==> src/rtl/hyperbus_delay_pkg.sv <==
// Shared types for the HyperBus delay-line tap controller.
package hyperbus_delay_pkg;

    localparam int TapWidthDefault = 5;
    // Wide enough for the largest settle period (255 cycles).
    localparam int CountWidth      = 8;

    typedef logic [TapWidthDefault-1:0] tap_t;
    typedef logic [CountWidth-1:0]      count_t;

    typedef enum logic [1:0] {
        WAIT_RDY = 2'd0,
        IDLE     = 2'd1,
        STEP     = 2'd2,
        SETTLE   = 2'd3
    } state_e;

endpackage

==> src/rtl/hyperbus_delay_sync.sv <==
// Two-flop synchroniser that brings the delay-calibration ready flag into
// the control clock domain.
module hyperbus_delay_sync (
    input  logic clk,
    input  logic rst_n,
    input  logic data,
    output logic sync
);

    logic meta;

    // Two back-to-back flops; only the second one is used by downstream logic.
    // NOTE: sequential state always uses non-blocking (<=) so every flop
    // samples the pre-edge value; blocking here would collapse the chain.
    always_ff @(posedge clk or negedge rst_n) begin
        if (!rst_n) begin
            meta <= 1'b0;
            sync <= 1'b0;
        end else begin
            meta <= data;
            sync <= meta;
        end
    end

endmodule

==> src/rtl/hyperbus_delay_ctrl.sv <==
// HyperBus delay-line tap controller: walks the tap code toward a requested
// target, waiting a settle period after every change, and stalls whenever
// the delay-calibration ready flag drops.
// Build option: define HYPERBUS_DELAY_STEP_EN to move the tap one code per
// step; without it the target is loaded in a single step.
module hyperbus_delay_ctrl #(
    parameter int TapWidth     = 5,
    parameter int SettleCycles = 8
) (
    input  logic                clk_i,
    input  logic                rst_ni,
    input  logic                dly_rdy_i,
    input  logic                req_valid_i,
    input  logic [TapWidth-1:0] req_tap_i,
    output logic                req_ready_o,
    output logic [TapWidth-1:0] tap_o,
    output logic                busy_o,
    output logic                done_o
);

    import hyperbus_delay_pkg::*;

    localparam count_t SettleLast = count_t'(SettleCycles - 1);

    state_e              state;
    state_e              state_next;
    logic                rdy_q;
    logic [TapWidth-1:0] tap;
    logic [TapWidth-1:0] target;
    count_t              settle_cnt;
    logic                settle_done;
    logic                at_target;
    logic                handshake;

    hyperbus_delay_sync u_sync (
        .clk   (clk_i),
        .rst_n (rst_ni),
        .data  (dly_rdy_i),
        .sync  (rdy_q)
    );

    assign settle_done = (settle_cnt == SettleLast);
    assign at_target   = (tap == target);
    assign handshake   = req_ready_o && req_valid_i;

    // State register.
    always_ff @(posedge clk_i or negedge rst_ni) begin
        if (!rst_ni) begin
            state <= WAIT_RDY;
        end else begin
            state <= state_next;
        end
    end

    // Next-state logic; losing calibration ready overrides every state.
    // NOTE: state_next gets a default before the case so no path leaves it
    // unassigned, which would otherwise infer a latch.
    always_comb begin
        state_next = state;
        if (!rdy_q) begin
            state_next = WAIT_RDY;
        end else begin
            unique case (state)
                WAIT_RDY: state_next = IDLE;
                IDLE: begin
                    if (req_valid_i) begin
                        state_next = (req_tap_i == tap) ? SETTLE : STEP;
                    end
                end
                STEP:     state_next = SETTLE;
                SETTLE: begin
                    if (settle_done) begin
                        state_next = at_target ? IDLE : STEP;
                    end
                end
                default:  state_next = WAIT_RDY;
            endcase
        end
    end

    // Outputs decoded from the current state and the synchronised ready.
    always_comb begin
        req_ready_o = (state == IDLE) && rdy_q;
        busy_o      = (state != IDLE);
        done_o      = (state == SETTLE) && rdy_q && settle_done && at_target;
        tap_o       = tap;
    end

    // Target latch, settle counter and tap code.
    always_ff @(posedge clk_i or negedge rst_ni) begin
        if (!rst_ni) begin
            tap        <= '0;
            target     <= '0;
            settle_cnt <= '0;
        end else begin
            if (handshake) begin
                target <= req_tap_i;
            end else if (!rdy_q) begin
                // Abandon whatever was pending; the tap stays where it is.
                target <= tap;
            end

            if ((state == SETTLE) && rdy_q && !settle_done) begin
                settle_cnt <= settle_cnt + 1'b1;
            end else begin
                settle_cnt <= '0;
            end

            // STEP is only entered with tap != target, so the move never wraps.
            if ((state == STEP) && rdy_q) begin
`ifdef HYPERBUS_DELAY_STEP_EN
                if (tap < target) begin
                    tap <= tap + 1'b1;
                end else if (tap > target) begin
                    tap <= tap - 1'b1;
                end
`else
                tap <= target;
`endif
            end
        end
    end

endmodule

==> config.mk <==
export PLATFORM = sky130hd
export DESIGN_NAME = hyperbus_delay_ctrl
export DESIGN_NICKNAME = d
export VERILOG_FILES = /design/src/rtl/hyperbus_delay_pkg.sv /design/src/rtl/hyperbus_delay_sync.sv /design/src/rtl/hyperbus_delay_ctrl.sv
export SDC_FILE = /design/constraint.sdc
export NUM_CORES = 1
export LEC_CHECK = 0
export CAP_MARGIN = 10
export CORE_ASPECT_RATIO = 2
export CORE_UTILIZATION = 35
export CTS_BUF_LIST = sky130_fd_sc_hd__clkbuf_16
export DETAILED_ROUTE_END_ITERATION = 16
export GPL_TIMING_DRIVEN = 0
export PLACE_DENSITY = 0.54
export SLEW_MARGIN = 20
export SYNTH_ARGS = -nofsm -noshare
export SYNTH_HDL_FRONTEND = slang
export SYNTH_SLANG_ARGS = --single-unit
==> constraint.sdc <==
create_clock -name clk_i -period 1.9 [get_ports clk_i]
set_input_delay 0.57 -clock clk_i [delete_from_list [all_inputs] [get_ports clk_i]]
set_output_delay 0.57 -clock clk_i [all_outputs]
set_load 0.02 [all_outputs]
==> results_dict.tcl <==
set metrics [dict create \
    antenna_cells 0 \
    ios 17 \
    cts.clk_slew.worst_paths_ns 0.06 \
    r2r-start "settle_cnt[3]$_DFF_PN0_" \
    hold_buffers 0 \
    relSlewSlack_pct 67.88 \
    place_inst 143 \
    drcViolationCount 0 \
    antenna_left 0 \
    die_w_um 41.48 \
    violations "setup timing" \
    syn_inst 97 \
    start_util_pct 36.64 \
    final_hold_viol_count 0 \
    wire_per_inst_um 14.99 \
    num_rows 28 \
    clockBufferDepth 2 \
    vias 783 \
    yosysWarningCount 0 \
    grt_max_degree 23 \
    fin_crit_sh_pct 105.7 \
    grt_pass1_vias 836 \
    firstDrtPassIters 4 \
    clock-root-buffer "clkbuf_16" \
    h-tree-depth 1 \
    cp-startpoint "settle_cnt[3]$_DFF_PN0_" \
    clock_skew_ns 0.003874 \
    yosysSeqAreaShare_pct 50.46 \
    cts_buffers 3 \
    die_area_mm2 0.003358 \
    r2r_slack_ns 0.49 \
    nNetsFinal 131 \
    fill_cells 289 \
    criticalPathCategory "register to output port" \
    antenna_found_initial 0 \
    yosys.area.top_type "dfrtp_1" \
    cp.required_ns 1.33 \
    dp_hpwl_um 1585 \
    layout.cells.non_filler 150 \
    layout_setup_ws_ns -0.1092 \
    routed_wl_um 2249 \
    rsz0062_at_grt "true" \
    synth_edf_count 0 \
    synthArstFlopShare_pct 100.0 \
    synthTopCellsByArea "dfrtp_1 50%, xor2_1 8.0%, mux2_2 5.2%" \
    cp.arrival_ns 1.44 \
    hold_class "input pin to asynchronous set/reset pin" \
    synthTopCellsByCount "22 x dfrtp_1, 11 x nor2_1, 10 x xor2_1" \
    total_power_uw 1669 \
    startpoint_type "register" \
    min_period_ns 2.009 \
    synth_area_mm2 0.001091 \
    drive_gt1_share_pct 22.50 \
    outcome "complete, but fails checks" \
    cp_max_fo 4 \
    synth_top_area_share_pct 50.46 \
    synth_most_common_cell "dfrtp_1" \
    gr-total-overflow 0 \
    multi_input_area_um2 540.5 \
    yosys_most_used_dff "dfrtp_1" \
    area_growth_pct 32.00 \
    clk_latency_ns 0.25 \
    setup_viol 1 \
    cts_tree "built" \
    die-height_um 80.96 \
    drv_slew 0 \
    fmax_ghz 0.4977 \
    place.gp.congestion 0.7519 \
    core-area_mm2 0.002978 \
    vdd_drop_max_mv 0.6394 \
    via_per_inst 5.220 \
    synth_cell_types 24 \
    portBuffers 16 \
    synth_nets 107 \
    dr.first_iter.drc_count 9 \
    cp-end-kind "output port" \
    tightest_slew_ns 0.4818 \
    clock_sinks 22 \
    power.density_mw_per_mm2 1159 \
    cap_violations 0 \
    ys_seq_elements 22 \
    track_usage_pct 15.33 \
    grt_pass1_wl_um 3933 \
    leakage_uw 0.0007225 \
    synth_area_per_cell_um2 11.25 \
    regArea_um2 553.0 \
]
-- layer usage --
layer | vias to the layer above | GRT usage (%) | wire length, um
met1 | 385 | 17.45 | 921
met3 | 2 | 2.222 | 47
met2 | 11 | 27.81 | 1251
met5 | - | 0 | 0
li1 | 385 | - | -
met4 | 0 | 6.774 | 29
-- path summary, 6_finish.rpt --
check	to	depth (start not counted)
setup / recovery	done_o	5
setup reg to reg	state[1]$_DFFE_PN0P_	5
max in group asynchronous	settle_cnt[0]$_DFF_PN0_	1
min in group clk_i	u_sync.sync$_DFF_PN0_	0
hold reg to reg	u_sync.sync$_DFF_PN0_	0
hold / removal	settle_cnt[3]$_DFF_PN0_	1
-- per-stage QoR --
step	hold slack (ns)	utilization (%)	setup WS (ns)	instance area, um^2	setup TNS [ns]
CTS	0.3597	47.61	-0.1441	1418	-0.1441
floorplan	0.2744	-	0.04139	1091	0
global route	0.3182	48.36	-0.2021	1440	-0.2021
global placement	0.3342	43.28	-0.4065	1289	-0.4065
finish	0.2666	48.36	-0.1092	1440	-0.1092
detailed placement	0.3455	43.28	-0.4171	1289	-0.4171
-- worst max-delay path, stage by stage (launching register included) --
cell	delay, ns
dfrtp_1	0.42
nor3_2	0.19
nand4_1	0.14
nand3b_1	0.20
nor2_1	0.10
buf_4	0.14
-- cell families (layout without fill, tap and decap cells) --
logic type / count (synthesis) / count (layout) / share of synthesized area, %
fa+ha+maj: 1 / 1 / 1.147
xor+xnor: 16 / 16 / 12.84
compound gates: 10 / 10 / 7.914
buf+inv: 4 / 27 / 2.064
mux: 5 / 5 / 5.160
flops: 22 / 22 / 50.46
simple gates: 39 / 39 / 20.41
-- layout make-up --
class                      instances  share of cell area [%]
tap                               30                   2.606
timing repair buffer              19                   12.60
multi-input combinational         71                   37.53
clock buffer                       3                   5.213
buffer                             1                  0.7819
clock inverter                     1                   2.085
inverter                           3                  0.7819
sequential                        22                   38.40
-- power by group --
group | leakage (uW) | internal (uW) | switching, uW | total, uW
sequential | 0.000289 | 550 | 100 | 650
combinational | 0.000382 | 229 | 201 | 430
clock | 0.0000511 | 418 | 170 | 589
-- registers in the layout, summed over array words and instances (netlist names) --
| signal | cells |
|---|---|
| tap_o | 5 |
| target | 5 |
| state | 2 |
| u_sync.meta | 1 |
| u_sync.sync | 1 |
| settle_cnt | 8 |
-- cells in the final DEF (no fill, tap or decap), types with 2 or more instances in the layout --
master	n
nand3b_1	2
buf_4	4
mux2_2	5
inv_1	3
and3_1	2
nand4_1	2
dlymetal6s2s_1	4
dfrtp_1	20
dlygate4sd2_1	3
o21ai_0	2
and2b_2	5
nand2_1	4
clkdlybuf4s50_1	7
a221o_1	5
dfrtp_2	2
clkbuf_16	3
xnor2_1	6
nand3_1	7
nor3_2	2
nor2_1	11
xor2_1	10
-- repair_timing --
item,4_1_cts,5_1_grt
endpoints found under the setup margin,4,5
cloned,0,0
endpoints found under the hold margin,0,0
resized for setup,12,6
buffers inserted,1,2
pin swaps,3,1
(Power assumes the default switching activity.)
